**src/rtl/vga_timing_gen.sv**
```systemverilog
// Parametrised VGA raster timing generator with a configurable-latency
// pixel-source alignment stage. Sync, blank and colour leave on the same
// cycle, DATA_LAT+1 pixel ticks after the counters that produced them.
module vga_timing_gen #(
    parameter int H_ACTIVE = 640,
    parameter int H_FP     = 16,
    parameter int H_SYNC   = 96,
    parameter int H_BP     = 48,
    parameter int V_ACTIVE = 480,
    parameter int V_FP     = 10,
    parameter int V_SYNC   = 2,
    parameter int V_BP     = 33,
    parameter int HS_POL   = 0,
    parameter int VS_POL   = 0,
    parameter int PIX_DIV  = 1,
    parameter int DATA_LAT = 1,
    parameter int COLOR_W  = 8,
    parameter int CNT_W    = 10
) (
    input  logic               clock_25,
    input  logic               reset_key,
    input  logic [COLOR_W-1:0] r_in,
    input  logic [COLOR_W-1:0] g_in,
    input  logic [COLOR_W-1:0] b_in,
    output logic [CNT_W-1:0]   pixel_x,
    output logic [CNT_W-1:0]   pixel_y,
    output logic               pixel_tick,
    output logic               video_on,
    output logic               line_end,
    output logic               frame_end,
    output logic [15:0]        frame_count,
    output logic               vga_hs,
    output logic               vga_vs,
    output logic               vga_blank_n,
    output logic [COLOR_W-1:0] vga_r,
    output logic [COLOR_W-1:0] vga_g,
    output logic [COLOR_W-1:0] vga_b
);

    localparam int H_TOTAL = H_ACTIVE + H_FP + H_SYNC + H_BP;
    localparam int V_TOTAL = V_ACTIVE + V_FP + V_SYNC + V_BP;

    localparam logic [CNT_W-1:0] H_LAST   = CNT_W'(H_TOTAL - 1);
    localparam logic [CNT_W-1:0] V_LAST   = CNT_W'(V_TOTAL - 1);
    localparam logic [CNT_W-1:0] H_VIS    = CNT_W'(H_ACTIVE);
    localparam logic [CNT_W-1:0] V_VIS    = CNT_W'(V_ACTIVE);
    localparam logic [CNT_W-1:0] HS_BEGIN = CNT_W'(H_ACTIVE + H_FP);
    localparam logic [CNT_W-1:0] VS_BEGIN = CNT_W'(V_ACTIVE + V_FP);
    // One extra bit: the sync end may equal the total when the back porch is 0.
    localparam logic [CNT_W:0]   HS_FINISH = (CNT_W+1)'(H_ACTIVE + H_FP + H_SYNC);
    localparam logic [CNT_W:0]   VS_FINISH = (CNT_W+1)'(V_ACTIVE + V_FP + V_SYNC);

    localparam logic       HS_ACT   = (HS_POL != 0);
    localparam logic       VS_ACT   = (VS_POL != 0);
    localparam logic [1:0] DIV_LAST = 2'(PIX_DIV - 1);

    logic [1:0]       div_reg;
    logic [1:0]       div_next;
    logic             tick_reg;
    logic [CNT_W-1:0] x_reg;
    logic [CNT_W-1:0] y_reg;
    logic [15:0]      frame_reg;
    logic             hs_raw;
    logic             vs_raw;
    logic             von_raw;
    logic [2:0]       raw_bits;
    logic [2:0]       aligned;
    logic             hs_out_reg;
    logic             vs_out_reg;
    logic             blank_n_reg;
    logic [COLOR_W-1:0] r_out_reg;
    logic [COLOR_W-1:0] g_out_reg;
    logic [COLOR_W-1:0] b_out_reg;

    assign div_next = (div_reg == DIV_LAST) ? 2'd0 : 2'(div_reg + 2'd1);

    // Pixel-clock divider; the tick is registered so it is low during reset
    // and rises on the first edge after release when PIX_DIV is 1.
    always_ff @(posedge clock_25 or negedge reset_key) begin
        if (!reset_key) begin
            div_reg  <= 2'd0;
            tick_reg <= 1'b0;
        end else begin
            div_reg  <= div_next;
            tick_reg <= (div_next == DIV_LAST);
        end
    end

    // Raster counters and completed-frame counter, stepped on each pixel tick.
    always_ff @(posedge clock_25 or negedge reset_key) begin
        if (!reset_key) begin
            x_reg     <= '0;
            y_reg     <= '0;
            frame_reg <= 16'd0;
        end else if (tick_reg) begin
            if (x_reg == H_LAST) begin
                x_reg <= '0;
                if (y_reg == V_LAST) begin
                    y_reg     <= '0;
                    frame_reg <= frame_reg + 16'd1;
                end else begin
                    y_reg <= y_reg + 1'b1;
                end
            end else begin
                x_reg <= x_reg + 1'b1;
            end
        end
    end

    assign von_raw  = (x_reg < H_VIS) && (y_reg < V_VIS);
    assign hs_raw   = (x_reg >= HS_BEGIN) && ({1'b0, x_reg} < HS_FINISH);
    assign vs_raw   = (y_reg >= VS_BEGIN) && ({1'b0, y_reg} < VS_FINISH);
    assign raw_bits = {hs_raw, vs_raw, von_raw};

    generate
        if (DATA_LAT == 0) begin : g_no_delay
            assign aligned = raw_bits;
        end else begin : g_delay
            logic [2:0] stage_reg [DATA_LAT];

            // Delay line matching the pixel source's read latency.
            always_ff @(posedge clock_25 or negedge reset_key) begin
                if (!reset_key) begin
                    for (int i = 0; i < DATA_LAT; i++) stage_reg[i] <= 3'b000;
                end else if (tick_reg) begin
                    stage_reg[0] <= raw_bits;
                    for (int i = 1; i < DATA_LAT; i++) stage_reg[i] <= stage_reg[i-1];
                end
            end

            assign aligned = stage_reg[DATA_LAT-1];
        end
    endgenerate

    // Final output register: polarity, blanking and colour gating together.
    always_ff @(posedge clock_25 or negedge reset_key) begin
        if (!reset_key) begin
            hs_out_reg  <= ~HS_ACT;
            vs_out_reg  <= ~VS_ACT;
            blank_n_reg <= 1'b0;
            r_out_reg   <= '0;
            g_out_reg   <= '0;
            b_out_reg   <= '0;
        end else if (tick_reg) begin
            hs_out_reg  <= ~(aligned[2] ^ HS_ACT);
            vs_out_reg  <= ~(aligned[1] ^ VS_ACT);
            blank_n_reg <= aligned[0];
            r_out_reg   <= aligned[0] ? r_in : '0;
            g_out_reg   <= aligned[0] ? g_in : '0;
            b_out_reg   <= aligned[0] ? b_in : '0;
        end
    end

    assign pixel_x     = x_reg;
    assign pixel_y     = y_reg;
    assign pixel_tick  = tick_reg;
    assign video_on    = von_raw;
    assign line_end    = tick_reg && (x_reg == H_LAST);
    assign frame_end   = line_end && (y_reg == V_LAST);
    assign frame_count = frame_reg;
    assign vga_hs      = hs_out_reg;
    assign vga_vs      = vs_out_reg;
    assign vga_blank_n = blank_n_reg;
    assign vga_r       = r_out_reg;
    assign vga_g       = g_out_reg;
    assign vga_b       = b_out_reg;

endmodule

```
**config.mk**
```make
export PLATFORM = sky130hd
export DESIGN_NAME = vga_timing_gen
export DESIGN_NICKNAME = d
export VERILOG_FILES = /design/src/rtl/vga_timing_gen.sv
export SDC_FILE = /design/constraint.sdc
export NUM_CORES = 1
export LEC_CHECK = 0
export CAP_MARGIN = 10
export CORE_AREA = 2 2 106 108
export DETAILED_ROUTE_END_ITERATION = 16
export DIE_AREA = 0 0 108 110
export PLACE_DENSITY = 0.51
export SYNTH_ARGS = -nofsm -noshare
export SYNTH_HDL_FRONTEND = slang
export SYNTH_SLANG_ARGS = --single-unit
```
**constraint.sdc**
```tcl
create_clock -name clock_25 -period 2.3 [get_ports clock_25]
set_clock_uncertainty 0.1 [all_clocks]
set_input_delay 0.345 -clock clock_25 [delete_from_list [all_inputs] [get_ports clock_25]]
set_output_delay 0.345 -clock clock_25 [all_outputs]
set_load 0.05 [all_outputs]
```
==> flow_metrics.tcl, run 1 <==
set metrics [dict create \
    outcome "finished clean" \
    firstDrtPassIters 4 \
    wire_per_inst_um 14.18 \
    reg2regPathDepth 6 \
    netlist-cell-type-count 39 \
    die_h_um 110 \
    drive_above_1_share_pct 16.55 \
    ff2ff_setup_slack_ns 0.15 \
    net_count_of_the_mapped_netlist 334 \
    avg_synthesized_cell_area_sq_um 10.43 \
    synth_warnings 0 \
    achievable-frequency_mhz 436.1 \
    grt_start_max_net_pins 62 \
    register_area_sq_um 1734 \
    grtUsageTotal_pct 13.98 \
    detailed_place_hpwl_um 5582 \
    cts.reportedPaths.clkPinSlew_ns 0.08 \
    start_kind "flip-flop" \
    critical_register_to_register_path_startpoint "pixel_x[7]" \
    synthTopCellsByCount "sky130_fd_sc_hd__dfrtp_1 (67), sky130_fd_sc_hd__nand3_1 (41), sky130_fd_sc_hd__inv_1 (37), sky130_fd_sc_hd__o21ai_0 (33), sky130_fd_sc_hd__xnor2_1 (17)" \
    mappedNetlistArea_sq_um 3151 \
    fillerInstances 1039 \
    netlist_instances 302 \
    effective_utilization_at_floorplan_pct 29.45 \
    cap_viol_max_count 0 \
    finalMaxSlewViolations 0 \
    seq_area_frac_synth_pct 54.88 \
    overflow 0 \
    relSlewSlack_pct 44.32 \
    overall_die_area_sq_um 11880 \
    irDropWorstVdd_uv 333.3 \
    yosys_most_used_dff "sky130_fd_sc_hd__dfrtp_1" \
    drt_wl_total_um 7981 \
    ys_async_sr_fraction_pct 100.0 \
    final_util_pct 43.30 \
    area_growth_pct 47.02 \
    remaining_drc_errors 0 \
    multi_input_area_sq_um 1229 \
    nets 450 \
    dpl-instance-area_sq_um 4353 \
    fin_hold_ws_ns 0.2933 \
    num_vias 2579 \
    reg2reg_to "frame_count[15]" \
    finalCriticalPeriod_ns 2.293 \
    tns_ns 0 \
    detail_route.iter0.violations 102 \
    worst_hold_path_type "primary input to async pin" \
    antenna-diode-count 0 \
    worst_slew_pin_slew_ns 0.8351 \
    die_x_um 108 \
    grt_antenna_before_repair 0 \
    worstSkewPairLatency_ns 0.34 \
    setup-violations-final 0 \
    synth_seq_cells 69 \
    crit_type "flip-flop to output port" \
    cts_htree_levels 3 \
    rsz_0062_raised_after_global_routing "true" \
    synth.largest_area_cell "sky130_fd_sc_hd__dfrtp_1" \
    placement.io_buffers 92 \
    core_sq_um 10700 \
    p_per_area_nw_per_um2 529.6 \
    synth.most_common_cell "sky130_fd_sc_hd__dfrtp_1" \
    post-synth-top-area-fraction_pct 53.22 \
    synth-edff-count 0 \
    largest_register_ffs 16 \
    floorplan_row_count 38 \
    cts_buffers 9 \
    via_to_cell_ratio 4.581 \
    clock-root-buffer "sky130_fd_sc_hd__clkbuf_8" \
    gp_congestion 0.7783 \
    cts_tree "built" \
    final.period_utilization_pct 99.69 \
    antenna_violating_nets_post_route 0 \
    crit_arrival_ns 1.85 \
    grt_pass1_vias 2496 \
    worst-path-max-fanout 4 \
    critical_path_required_ns 1.86 \
    grt_first_pass_wirelength_um 12820 \
    io_pins 93 \
    worstSetupEndpointType "output port" \
    post_synth_main_area_contributors "sky130_fd_sc_hd__dfrtp_1 (53%), sky130_fd_sc_hd__nand3_1 (6.5%), sky130_fd_sc_hd__o21ai_0 (5.2%), sky130_fd_sc_hd__xnor2_1 (4.7%), sky130_fd_sc_hd__inv_1 (4.4%)" \
    final_hold_viol_count 0 \
    totalPowerFinal_uw 2453 \
    clockBufferDepth 2 \
    static-leakage-power_uw 0.002080 \
    stdcell_area_sq_um 4632 \
    cts_num_sinks 69 \
]
-- placed cells by master (no fill, tap or decap), types with 6 or more instances in the layout --
master / instances
sky130_fd_sc_hd__clkdlybuf4s50_1: 86
sky130_fd_sc_hd__dfrtp_1: 63
sky130_fd_sc_hd__nand3_1: 41
sky130_fd_sc_hd__inv_1: 36
sky130_fd_sc_hd__o21ai_0: 33
sky130_fd_sc_hd__buf_4: 27
sky130_fd_sc_hd__xnor2_1: 17
sky130_fd_sc_hd__nand4_1: 13
sky130_fd_sc_hd__clkbuf_8: 10
sky130_fd_sc_hd__nand2_1: 9
sky130_fd_sc_hd__xor2_1: 8
sky130_fd_sc_hd__and3_1: 6
-- timing repair --
| item | 4_1_cts | 5_1_grt |
|---|---|---|
| hold endpoints to repair | 8 | 0 |
| hold buffers | 1 | 0 |
| buffers inserted | 7 | 2 |
| endpoints found under the setup margin | 2 | 2 |
| resized for setup | 1 | 2 |
| pin swaps | 3 | 2 |
-- cell families (layout without fill, tap and decap cells) --
group | after synthesis | in the layout | share of synthesized area [%]
adder cells (fa/ha/maj) | 6 | 6 | 2.383
flip-flops | 69 | 69 | 54.88
AO/OA/AOI/OAI | 42 | 42 | 7.189
buffers and inverters | 51 | 172 | 6.672
multiplexers | 7 | 7 | 2.422
AND/OR/NAND/NOR | 102 | 102 | 19.50
XOR/XNOR | 25 | 25 | 6.950
-- cell type report --
type | count | area share [%]
sequential | 69 | 37.44
multi-input combinational | 182 | 26.53
timing repair buffer | 119 | 25.01
tap | 140 | 3.782
clock buffer | 12 | 3.133
inverter | 37 | 3.079
clock inverter | 4 | 1.026
-- how the worst max path moves through the flow --
stage                          end  cells past startpoint  slack [ns]        from
finish                   frame_end                      4       0.007  pixel_x[7]
global route             frame_end                      4       -0.08  pixel_x[7]
CTS                      frame_end                      4       -0.05  pixel_x[7]
global placement          line_end                      4        0.14  pixel_x[5]
detailed placement        line_end                      4        0.11  pixel_x[5]
floorplan           frame_count[1]                      4       -0.11  pixel_y[6]
-- where the power goes --
part,internal (uW),switching [uW],total [uW]
Sequential,1230,10.9,1240
Clock,528,460,989
Combinational,88.7,131,220
Total,1850,602,2450
-- metal layers --
layer	wire, um	global-route usage (%)	part of all wire (%)
met5	0	0	0
met4	123	5.495	1.5
met1	3651	18.76	46
met3	338	3.175	4.2
met2	3867	22.01	48
-- per-stage QoR --
step / setup WS, ns / cells
after floorplan: -0.1071 / 302
after global placement: 0.1353 / 537
after detailed placement: 0.1108 / 537
after CTS: -0.04591 / 561
after global routing: -0.08054 / 563
final: 0.007158 / 563
-- critical path: stages, from the launching register on --
cell                        delay, ns
sky130_fd_sc_hd__dfrtp_1         0.38
sky130_fd_sc_hd__nand4bb_4       0.23
sky130_fd_sc_hd__or4_4           0.61
sky130_fd_sc_hd__nor2_4          0.15
sky130_fd_sc_hd__buf_12          0.15
(Power assumes the default switching activity.)
==> inputs of run 2 (changes only) <==
- DONT_BUFFER_PORTS: unset -> 1
- PLACE_DENSITY: 0.51 -> unset
==> run 2 against run 1 <==
Final cell count is 12% lower. Sequential power up 7%. Sequential cell count unchanged. Critical endpoint unchanged. Largest power group unchanged.
==> flow_metrics.tcl, run 2 (same netlist as run 1, synthesis figures left out) <==
set metrics [dict create \
    tns_ns 0 \
    grt_first_pass_wirelength_um 11470 \
    drt_wl_total_um 7457 \
    firstDrtPassIters 4 \
    rsz_0062_raised_after_global_routing "true" \
    gp_congestion 0.7830 \
    outcome "finished clean" \
    start_kind "flip-flop" \
    stdcell_area_sq_um 3930 \
    met3_wirelength_um 400 \
    overflow 0 \
    cts_buffers 9 \
    worst-path-max-fanout 4 \
    final.period_utilization_pct 97.96 \
    area_growth_pct 24.74 \
    static-leakage-power_uw 0.001888 \
    p_per_area_nw_per_um2 624.1 \
    grtUsageTotal_pct 12.71 \
    cts.reportedPaths.clkPinSlew_ns 0.07 \
    die_x_um 108 \
    drive_above_1_share_pct 24.65 \
    grt_start_max_net_pins 70 \
    worst_slew_pin_slew_ns 0.8235 \
    highest_count_cells_in_the_layout_ignoring_fill_and_taps "sky130_fd_sc_hd__dfrtp_1 (63), sky130_fd_sc_hd__buf_4 (49), sky130_fd_sc_hd__nand3_1 (41), sky130_fd_sc_hd__inv_1 (36), sky130_fd_sc_hd__o21ai_0 (33)" \
    antenna-diode-count 0 \
    relSlewSlack_pct 45.10 \
    multi_input_area_sq_um 1240 \
    io_pins 93 \
    remaining_drc_errors 0 \
    die_h_um 110 \
    placement.io_buffers 0 \
    dpl-instance-area_sq_um 3610 \
    grt_pass1_vias 2271 \
    antenna_violating_nets_post_route 0 \
    fillerInstances 1081 \
    setup-violations-final 0 \
    cap_viol_max_count 0 \
    crit_arrival_ns 1.81 \
    wire_per_inst_um 15.00 \
    worst_hold_path_type "primary input to flip-flop" \
    crit_type "flip-flop to output port" \
    grt_antenna_before_repair 0 \
    num_vias 2377 \
    effective_utilization_at_floorplan_pct 29.45 \
    worstSkewPairLatency_ns 0.35 \
    detailed_place_hpwl_um 5233 \
    cp_slowest_stage_delay_ns 0.56 \
    register_area_sq_um 1734 \
    clockBufferDepth 2 \
    detail_route.iter0.violations 146 \
    achievable-frequency_mhz 443.8 \
    overall_die_area_sq_um 11880 \
    floorplan_row_count 38 \
    cp_cell_sequence "nand4bb_4 -> or4_4 -> nor2_4 -> buf_8" \
    largest_register_ffs 16 \
    nets 384 \
    met2RoutedLength_um 3494 \
    final_hold_viol_count 0 \
    totalPowerFinal_uw 2453 \
    core_sq_um 10700 \
    cts_tree "built" \
    top_layer_used "met4" \
    irDropWorstVdd_uv 228.2 \
    critical_path_required_ns 1.86 \
    layout_commonest_cell "sky130_fd_sc_hd__dfrtp_1" \
    finalCriticalPeriod_ns 2.253 \
    wirelength_met1_um 3392 \
    via_to_cell_ratio 4.783 \
    worstSetupEndpointType "output port" \
    cp_slowest_cell "sky130_fd_sc_hd__or4_4" \
    cts_htree_levels 3 \
    clock-root-buffer "sky130_fd_sc_hd__clkbuf_8" \
    fin_hold_ws_ns 0.05164 \
    cts_num_sinks 69 \
    finalMaxSlewViolations 0 \
]
[run 2: cell count changes in the layout (fill, tap and decap cells not counted), sizes merged]
cell and change:
buf +20, bufinv +1, clkdlybuf4s50 -86, clkinv -1
clkinvlp -1, inv +1
[run 2: path summary, 6_finish.rpt]
path | from | to | slack (ns) | cells after the start
worst min register to register | div_reg[1] | pixel_tick | 0.40 | 1
max in group asynchronous | reset_key | vga_hs | 1.35 | 2
min in group asynchronous | reset_key | frame_count[0] | 0.43 | 2
worst max-delay path | pixel_x[7] | frame_end | 0.05 | 4
worst max register to register | pixel_x[7] | pixel_y[3] | 0.19 | 5
worst min-delay path | r_in[0] | vga_r[0] | 0.05 | 2
[run 2: worst max-delay path: cells and delay by family, from the launching register on]
| family | cells | cell delay [ns] |
|---|---|---|
| buf+inv | 1 | 0.16 |
| simple gates | 3 | 0.92 |
| flops | 1 | 0.38 |
[run 2: layout make-up]
cell class / count / area share (%)
Clock inverter: 4 / 1.847
Inverter: 37 / 3.598
Tap cell: 140 / 4.457
Clock buffer: 12 / 3.438
Multi-Input combinational cell: 182 / 31.55
Sequential cell: 69 / 44.13
Timing Repair Buffer: 53 / 10.98
[run 2: where the power goes]
| group | internal, uW | switching (uW) |
|---|---|---|
| clock network | 611 | 459 |
| logic | 20.1 | 37.6 |
| registers | 1230 | 92.8 |
[run 2: routing by layer]
layer | vias up | GRT usage, %
met1 | 1151 | 16.23
met2 | 57 | 19.36
met3 | 15 | 4.350
met4 | 0 | 6.044
li1 | 1154 | -
met5 | - | 0
[run 2: metrics by stage]
step / setup slack [ns] / util (%) / std cells
after CTS: 0.008054 / 36.43 / 493
after floorplan: -0.1071 / - / 302
after detailed placement: 0.1958 / 33.74 / 473
after global routing: -0.02094 / 36.74 / 497
final: 0.04681 / 36.74 / 497
after global placement: 0.2252 / 33.74 / 473
[run 2: repair_timing]
item / in CTS / in global routing
setup endpoints to repair: 3 / 2
hold endpoints to repair: 69 / 0
buffers inserted: 2 / 4
resized for setup: 7 / 1
hold buffers: 2 / 0
cloned: 0 / 0
pin swaps: 2 / 3
==> inputs of run 3 (changes only) <==
- CORE_AREA: 2 2 106 108 -> 5 5 109 111
- DIE_AREA: 0 0 108 110 -> 0 0 114 116
==> run 3 against run 2 <==
First-iteration DRC count fell by 9.6%. Cell area fell by 0.32%. Register-to-register slack got worse by 0.03 ns. Final cell count fell by 0.40%. Count of clock-buffer cells in the layout did not move. Via count fell by 1.3%. Global-route usage fell by 0.49 points. Critical path depth did not move. Die area rose by 11%. Critical path type unchanged. Critical endpoint unchanged.
==> flow_metrics.tcl, run 3 (same netlist as run 1, synthesis figures left out) <==
set metrics [dict create \
    area_growth_pct 24.34 \
    detailed_place_hpwl_um 5617 \
    drive_above_1_share_pct 25.07 \
    highest_count_cells_in_the_layout_ignoring_fill_and_taps "sky130_fd_sc_hd__dfrtp_1 (63), sky130_fd_sc_hd__buf_4 (47), sky130_fd_sc_hd__nand3_1 (41), sky130_fd_sc_hd__inv_1 (36), sky130_fd_sc_hd__o21ai_0 (33)" \
    p_per_area_nw_per_um2 615.2 \
    static-leakage-power_uw 0.001885 \
    grt_pass1_vias 2369 \
    cts_buffers 9 \
    placement.io_buffers 0 \
    critical_path_required_ns 1.86 \
    gp_congestion 0.7937 \
    grt_antenna_before_repair 0 \
    largest_register_ffs 16 \
    irDropWorstVdd_uv 205.4 \
    ff2ff_setup_slack_ns 0.16 \
    antenna-diode-count 0 \
    timing.hold.worst.start "r_in[4]" \
    worstSetupEndpointType "output port" \
    timing.critical_path.depth 4 \
    firstDrtPassIters 4 \
    num_vias 2346 \
    setup_ws_ns 0.04905 \
    clockBufferDepth 2 \
    nets 382 \
    cts.reportedPaths.clkPinSlew_ns 0.07 \
    effective_utilization_at_floorplan_pct 29.45 \
    critical_register_to_register_path_startpoint "pixel_x[7]" \
    holdPathStages 2 \
    antenna_violating_nets_post_route 0 \
    cp_slowest_cell "sky130_fd_sc_hd__or4_4" \
    overflow 0 \
    final.period_utilization_pct 97.87 \
    drt_wl_total_um 7945 \
    relSlewSlack_pct 35.25 \
    worst_hold_path_type "primary input to flip-flop" \
    preCtsSetupSlack_ns 0.1933 \
    cts_tree "built" \
    rsz_0062_raised_after_global_routing "true" \
    detail_route.iter0.violations 132 \
    finalMaxSlewViolations 0 \
    start_kind "flip-flop" \
    io_pins 93 \
    clock-root-buffer "sky130_fd_sc_hd__clkbuf_8" \
    floorplan_row_count 38 \
    cap_viol_max_count 0 \
    cts_htree_levels 3 \
    setup-violations-final 0 \
    overall_die_area_sq_um 13220 \
    worst_slew_pin_slew_ns 0.9713 \
    crit_arrival_ns 1.81 \
    core_sq_um 10700 \
    timing.critical_path.buf_inv 1 \
    cts_num_sinks 69 \
    fin_hold_ws_ns 0.05628 \
    cp_cell_sequence "nand4bb_4 -> or4_4 -> nor2_4 -> buf_8" \
    fillerInstances 1064 \
    via_to_cell_ratio 4.739 \
    remaining_drc_errors 0 \
    final_hold_viol_count 0 \
    reg2reg_to "pixel_y[3]" \
    crit_type "flip-flop to output port" \
    die_h_um 116 \
    worstSkewPairLatency_ns 0.34 \
    timing.hold.worst_endpoint "vga_r[4]" \
    cp_slowest_stage_delay_ns 0.58 \
    layout_commonest_cell "sky130_fd_sc_hd__dfrtp_1" \
    grt_start_max_net_pins 70 \
    achievable-frequency_mhz 444.3 \
    outcome "finished clean" \
    die_x_um 114 \
    grtUsageTotal_pct 12.22 \
    worst-path-max-fanout 4 \
    wire_per_inst_um 16.05 \
    finalCriticalPeriod_ns 2.251 \
    crit_family "simple AND/OR/NAND/NOR gates" \
    grt_first_pass_wirelength_um 12560 \
    reg2regPathDepth 5 \
]
[run 3: cell types whose count changed in the layout (fill, tap and decap cells not counted), sizes merged]
cell,before,now
buf,52,50
clkinv,1,2
bufinv,2,1
[run 3: routing by layer]
layer | track usage [%] | share of wire (%) | vias up
li1 | - | - | 1140
met1 | 15.38 | 43 | 1136
met2 | 19.20 | 49 | 68
met3 | 4.961 | 7.9 | 2
met4 | 4.038 | 0.42 | 0
met5 | 0 | 0 | -
[run 3: timing repair]
action | CTS | global route
pin swaps | 3 | 2
hold buffers | 2 | 0
setup endpoints to repair | 3 | 2
gates resized for setup | 5 | 4
endpoints found under the hold margin | 69 | 0
setup buffers | 4 | 1
[run 3: worst reg2reg max path: stages (launching register included)]
cell,delay [ns]
sky130_fd_sc_hd__dfrtp_1,0.38
sky130_fd_sc_hd__nand4bb_4,0.22
sky130_fd_sc_hd__or4_4,0.58
sky130_fd_sc_hd__buf_4,0.17
sky130_fd_sc_hd__or3_2,0.45
sky130_fd_sc_hd__a21oi_1,0.17
[run 3: power by group]
group / internal [uW] / switching [uW]
sequential: 1230 / 93.3
combinational: 20.0 / 37.2
clock: 558 / 469
[run 3: metrics by stage]
stage                     setup TNS, ns  cells  area, sq um  total power (uW)  utilization [%]
after floorplan                 -0.1071    302         3169              1369                -
final                                 0    495         3918              2410            36.62
after CTS                      -0.03404    494         3897              2467            36.43
after detailed placement              0    472         3602              1379            33.67
after global routing           -0.07168    495         3918              2525            36.62
after global placement                0    472         3602              1376            33.67
[run 3: worst max path at each step]
stage	slack, ns	to	startpoint
after floorplan	-0.11	frame_count[1]	pixel_y[6]
after global placement	0.23	pixel_y[3]	pixel_x[5]
after detailed placement	0.19	pixel_y[3]	pixel_x[5]
after CTS	-0.03	frame_end	pixel_x[7]
after global routing	-0.05	frame_end	pixel_x[7]
final	0.05	frame_end	pixel_x[7]
[run 3: cell type report]
cell class / instances / area [sq um] / area share, %
clock buffers: 12 / 155.1 / 3.960
clock inverters: 4 / 47.55 / 1.214
inverters: 37 / 138.9 / 3.545
multi-input cells: 182 / 1246 / 31.81
flip-flops and latches: 69 / 1734 / 44.27
well taps: 140 / 175.2 / 4.471
repair buffers: 51 / 420.4 / 10.73
==> variant 1: new RTL, settings of run 3 <==
`COLOR_W`: 8 -> 12.
--- a/src/rtl/vga_timing_gen.sv
+++ b/src/rtl/vga_timing_gen.sv
@@ -14,7 +14,7 @@
     parameter int VS_POL   = 0,
     parameter int PIX_DIV  = 1,
     parameter int DATA_LAT = 1,
-    parameter int COLOR_W  = 8,
+    parameter int COLOR_W  = 12,
     parameter int CNT_W    = 10
 ) (
     input  logic               clock_25,
Ports: changed (6 resized); port bits go from 93 to 117. No check against the original RTL was run, so the function may have changed too.
==> variant 1 against run 3 <==
Synthesized area rose by 20%; largest power group unchanged; die area did not move; combinational power fell by 28%; cell area rose by 14%; power rose by 17%; the run now ends with negative hold slack left; global-route usage rose by 1.6 points; highest routed layer unchanged; sequential power rose by 20%; worst setup slack improved by 68 ps; sequential cell count rose by 12; core utilization rose by 5.2 points; routed wire length rose by 13%; worst hold slack got worse by 470 ps; non-clock buffer count fell by 4.
==> variant 1: results (changes against run 3) <==
* Run status: finished with violations
- The checks that failed: negative hold slack.
* Origin of the worst setup path: pixel_x[1]
* Final Non-Filler Cells: 554 (+12%)
* Critical path's slowest cell: sky130_fd_sc_hd__dfrtp_2
* Routing usage on met1: 17.73% (+2.3 points)
- Post-synthesis compound-gate area fraction: 7.197% (+0.0091 points)
- Wire per inst: 16.26 µm (+1.3%)
- The routed metal-1 wirelength was 3.759 mm (+11%).
- Met2 capacity usage during global routing: 21.35% (+2.1 points)
- The commonest cells after synthesis are sky130_fd_sc_hd__dfrtp_1 (79), sky130_fd_sc_hd__inv_1 (51), sky130_fd_sc_hd__nand3_1 (50).
* Internal power: 2.177 mW (+20%)
- Share of cells above drive strength 1: 21.74% (-3.3 points)
- The static leakage was 2.220 nW (+18%).
- Xor and xnor area share after synthesis: 6.501% (-0.45 points)
- Hold/Removal Path Class: input pin to asynchronous set/reset pin
* Critical path data arrival time: 1740 ps (-70 ps)
- Area after DPL: 4212 µm² (+17%)
* Cell types with the largest area share after synthesis: sky130_fd_sc_hd__dfrtp_1 (52%), sky130_fd_sc_hd__nand3_1 (6.6%), sky130_fd_sc_hd__o21ai_0 (5.6%), sky130_fd_sc_hd__inv_1 (5.1%), sky130_fd_sc_hd__xor2_1 (4.4%)
* Hold slack final: -418.0 ps (-474.3 ps)
- The pin slew with the least headroom to its limit came to 854.5 ps (-116.8 ps).
* Peak supply drop: 0.2898 mV (+41%)
- Routability congestion estimate from global placement: 0.7886 (-0.64%)
- The sequential element share of the synthesized area came to 53.80% (-1.1 points).
* Final hold violation count: 81 (+81)
* Instance count of the mapped netlist: 370 (+23%)
- Adder-cell area share of the yosys netlist: 1.990% (-0.39 points)
- The number of nets in the finished design was 453 (+19%).
- CP max FO: 5 (+1)
[variant 1: cell count changes after synthesis, moves of 4 or more]
cell                      before  now
sky130_fd_sc_hd__dfrtp_1      67   79
sky130_fd_sc_hd__xor2_1        8   19
sky130_fd_sc_hd__nand3_1      41   50
sky130_fd_sc_hd__nor4_2        1    5
sky130_fd_sc_hd__nor2_1        6   10
sky130_fd_sc_hd__o21ai_0      33   42
sky130_fd_sc_hd__inv_1        37   51
sky130_fd_sc_hd__xnor2_1      17    9
sky130_fd_sc_hd__nand2_1      10   14
sky130_fd_sc_hd__nor3_1        6   11
[variant 1: cell type report]
type / instances / area, µm² / share of cell area [%]
Sequential cell: 81 / 2036 / 45.50
Multi-Input combinational cell: 219 / 1474 / 32.94
Timing Repair Buffer: 47 / 365.4 / 8.166
Inverter: 51 / 191.4 / 4.279
Tap cell: 140 / 175.2 / 3.915
Clock buffer: 14 / 172.7 / 3.859
Clock inverter: 2 / 60.06 / 1.342
[variant 1: kinds of logic after synthesis]
kind of cell	count (synthesis)
AO/OA/AOI/OAI	51
multiplexers	6
buffers and inverters	70
flip-flops	81
AND/OR/NAND/NOR	128
adder cells (fa/ha/maj)	6
XOR/XNOR	28
[variant 1: final timing paths]
path | slack (ps) | end | cells after the start
max | 120 | frame_end | 5
min | -420 | vga_g[3] | 0
max reg2reg | 310 | frame_count[5] | 7
min reg2reg | 400 | div_reg[0] | 1
max in group asynchronous | 2320 | vga_vs | 0
min in group clock_25 | 40 | vga_g[8] | 2
[variant 1: stage by stage]
step / util (%) / power, mW / worst slack, ps
5_1_grt: 41.82 / 2.948 / 9.934
2_1_floorplan: - / 1.650 / 35.08
4_1_cts: 41.81 / 2.868 / 65.27
3_5_place_dp: 39.37 / 1.666 / 267.8
6_report: 41.82 / 2.828 / 116.6
3_3_place_gp: 39.37 / 1.662 / 339.0
[variant 1: worst register-to-register path: stages, from the launching register on]
cell and delay, ps:
sky130_fd_sc_hd__dfrtp_2 370, sky130_fd_sc_hd__ha_1 160, sky130_fd_sc_hd__nor3b_4 230, sky130_fd_sc_hd__buf_4 180
sky130_fd_sc_hd__nand4_4 150, sky130_fd_sc_hd__buf_4 230, sky130_fd_sc_hd__nor4_1 330, sky130_fd_sc_hd__xor2_1 170
[variant 1: power groups by stage]
stage / registers [mW] / clock network (mW) / logic [mW]
finish: 1.59 / 1.19 / 0.0411
floorplan: 1.62 / 0 / 0.0351
global placement: 1.62 / 0 / 0.0390
CTS: 1.60 / 1.23 / 0.0421
detailed placement: 1.62 / 0 / 0.0416
global route: 1.60 / 1.30 / 0.0509
[variant 1: timing repair]
item / CTS / global route
setup endpoints to repair: 2 / 1
pin swaps: 1 / 0
buffers inserted: 3 / 0
gates resized for setup: 1 / 1
cloned: 0 / 0
endpoints found under the hold margin: 81 / 81
==> variant 2: new RTL, settings of run 3 <==
Made on the original files. Make the reset (`reset_key`) synchronous in 4 clocked blocks.
--- a/src/rtl/vga_timing_gen.sv
+++ b/src/rtl/vga_timing_gen.sv
@@ -76,7 +76,7 @@
 
     // Pixel-clock divider; the tick is registered so it is low during reset
     // and rises on the first edge after release when PIX_DIV is 1.
-    always_ff @(posedge clock_25 or negedge reset_key) begin
+    always_ff @(posedge clock_25) begin
         if (!reset_key) begin
             div_reg  <= 2'd0;
             tick_reg <= 1'b0;
@@ -87,7 +87,7 @@
     end
 
     // Raster counters and completed-frame counter, stepped on each pixel tick.
-    always_ff @(posedge clock_25 or negedge reset_key) begin
+    always_ff @(posedge clock_25) begin
         if (!reset_key) begin
             x_reg     <= '0;
             y_reg     <= '0;
@@ -119,7 +119,7 @@
             logic [2:0] stage_reg [DATA_LAT];
 
             // Delay line matching the pixel source's read latency.
-            always_ff @(posedge clock_25 or negedge reset_key) begin
+            always_ff @(posedge clock_25) begin
                 if (!reset_key) begin
                     for (int i = 0; i < DATA_LAT; i++) stage_reg[i] <= 3'b000;
                 end else if (tick_reg) begin
@@ -133,7 +133,7 @@
     endgenerate
 
     // Final output register: polarity, blanking and colour gating together.
-    always_ff @(posedge clock_25 or negedge reset_key) begin
+    always_ff @(posedge clock_25) begin
         if (!reset_key) begin
             hs_out_reg  <= ~HS_ACT;
             vs_out_reg  <= ~VS_ACT;
Function: differs if reset_key is asserted again (counterexample within 4 cycles, from zero or initial values and one cycle with reset_key low); with reset_key held inactive, the same outputs for 10 cycles.
==> variant 2 against run 3 <==
Fmax up 2.0%; routed wire length down 0.54%; power down 5.3%; worst setup slack better by 44 ps; register-to-register slack better by 100 ps; cell area down 7.1%; synthesized area down 7.9%; clock power down 14%; highest routed layer unchanged; sequential cell count unchanged.
==> variant 2: results (changes against run 3) <==
* Top FF cell, synth: sky130_fd_sc_hd__dfxtp_1
- The maximum number of pins on one net before global-route repair is 42 (-40%).
- The number of buffers inserted during clock tree synthesis came to 9 (unchanged).
* Hold/Removal Path Class: input pin to flop
* Peak per-stage delay on the critical path: 320 ps (-260 ps)
- The number of setup buffers added after CTS came to 1 (-3).
- For this design, the slowest cell found on the critical path is sky130_fd_sc_hd__dfxtp_2.
- The first-iteration detailed-routing DRC count is 98 (-26%).
* Share of cells above drive strength 1: 21.13% (-3.9 points)
- The count of hold-fix buffers inserted at cts is 7 (+5).
- Setup TNS Final: 0 ps (unchanged)
* Final wirelength: 7.902 mm (-0.54%)
- Ranked by instance count, the synthesized netlist is headed by sky130_fd_sc_hd__dfxtp_1 (66), sky130_fd_sc_hd__a22o_1 (24), sky130_fd_sc_hd__a21oi_1 (23).
* Routability congestion estimate from global placement: 0.8145 (+2.6%)
- Post-synth EDFFs: 3 (+3)
- Clock tree root driver cell: sky130_fd_sc_hd__clkbuf_8
* Area after DPL: 3338 µm² (-7.3%)
* First-pass GRT wire length: 12.30 mm (-2.1%)
- Highest signal layer in the routed design: met4
* Cell types with the largest area share after synthesis: sky130_fd_sc_hd__dfxtp_1 (46%), sky130_fd_sc_hd__a22o_1 (7.2%), sky130_fd_sc_hd__a21oi_1 (4.0%), sky130_fd_sc_hd__o31ai_1 (3.6%), sky130_fd_sc_hd__or4_1 (3.6%)
- Worst max-slew margin expressed relative to the limit: 28.08% (-7.2 points)
- Number of diodes: 0 (unchanged)
- Reg-to-reg setup timing slack: 260 ps (+100 ps)
* Initial antenna violation count: 0 (unchanged)
- The data arrival time at the worst-slack endpoint was 1760 ps (-50 ps).
- The net count of the mapped netlist came to 336 (+0.60%).
- Number of global-route vias before repair: 2373 (+0.17%)
* Distinct cells, synth: 42 (+7.7%)
* Final Non-Filler Cells: 495 (unchanged)
* CP max FO: 21 (+17)
* Syn avg cell area: 9.540 µm² (-8.5%)
* Bufs on Longest Clock Path: 2 (unchanged)
- The sum of met3 wire segment lengths after detailed routing came to 650 µm (+3.7%).
- The met2 layer wire length in the routed design is 3.985 mm (+2.3%).
* Overall routing resource usage: 11.77% (-0.45 points)
* Via count normalized by instance count: 5.032 (+6.2%)
- The post-DP HPWL came to 5.663 mm (+0.83%).
- Number of cells upsized or downsized after cts: 3 (-2)
- Met1 wire length: 3.234 mm (-4.5%)
- The async set-reset flop share out of synthesis came to 0% (-100 points).
- Nets@finish: 382 (unchanged)
- The run finished with clean final reports.
- Leakage power total: 1.336 nW (-29%)
- The sequential element share of the synthesized area was 48.66% (-6.2 points).
- Cell Count Post-Placement: 469 (-0.64%)
- Worst-skew pair later-pin latency: 340 ps (about the same)
- Peak supply drop: 0.3863 mV (+88%)
- The number of flip-flops in the largest register was 16 (unchanged).
[variant 2: area by class of cell]
class                           count  area (µm²)
Clock inverter                      6       37.54
Timing Repair Buffer               52       450.4
Inverter                           15       60.06
Tap cell                          140       175.2
Clock buffer                       10       137.6
Sequential cell                    69        1414
Multi-Input combinational cell    203        1366
Fill cell                        1108        7057
[variant 2: path summary, 6_finish.rpt]
check / start / to / cells past startpoint
setup / recovery: pixel_x[0] / line_end / 5
hold / removal: reset_key / div_reg[0] / 1
hold reg to reg: frame_count[9] / frame_count[9] / 2
setup reg to reg: pixel_tick / g_delay.stage_reg[0][0] / 3
[variant 2: worst max-delay path: cells and delay by family (launching register included)]
kind	cells	cell delay, ps
flip-flops	1	320
adder cells (fa/ha/maj)	1	220
buffers and inverters	2	460
AND/OR/NAND/NOR	2	420
[variant 2: layer usage]
| metal | GRT usage [%] | up-vias |
|---|---|---|
| met5 | 0 | - |
| li1 | - | 1221 |
| met4 | 3.959 | 0 |
| met3 | 4.909 | 6 |
| met2 | 19.95 | 91 |
| met1 | 13.45 | 1173 |
[variant 2: stage by stage]
step                hold WS [ps]  setup slack (ps)
floorplan                  370.7             69.59
global placement           309.9             256.9
detailed placement         311.3             162.8
CTS                        1.470             8.901
global route               1.345             1.569
finish                     23.96             92.83
[variant 2: cells by family after synthesis]
group / count (synthesis) / synth area share, %
adder cells (fa/ha/maj): 6 / 2.588
multiplexers: 2 / 0.7334
AO/OA/AOI/OAI: 79 / 18.94
flip-flops: 69 / 48.66
buffers and inverters: 32 / 4.616
XOR/XNOR: 9 / 2.718
AND/OR/NAND/NOR: 107 / 21.74
[variant 2: power by group]
group / switching, mW / total [mW] / internal, mW
registers: 0.0757 / 1.30 / 1.23
clock network: 0.467 / 0.886 / 0.419
logic: 0.0599 / 0.0943 / 0.0344
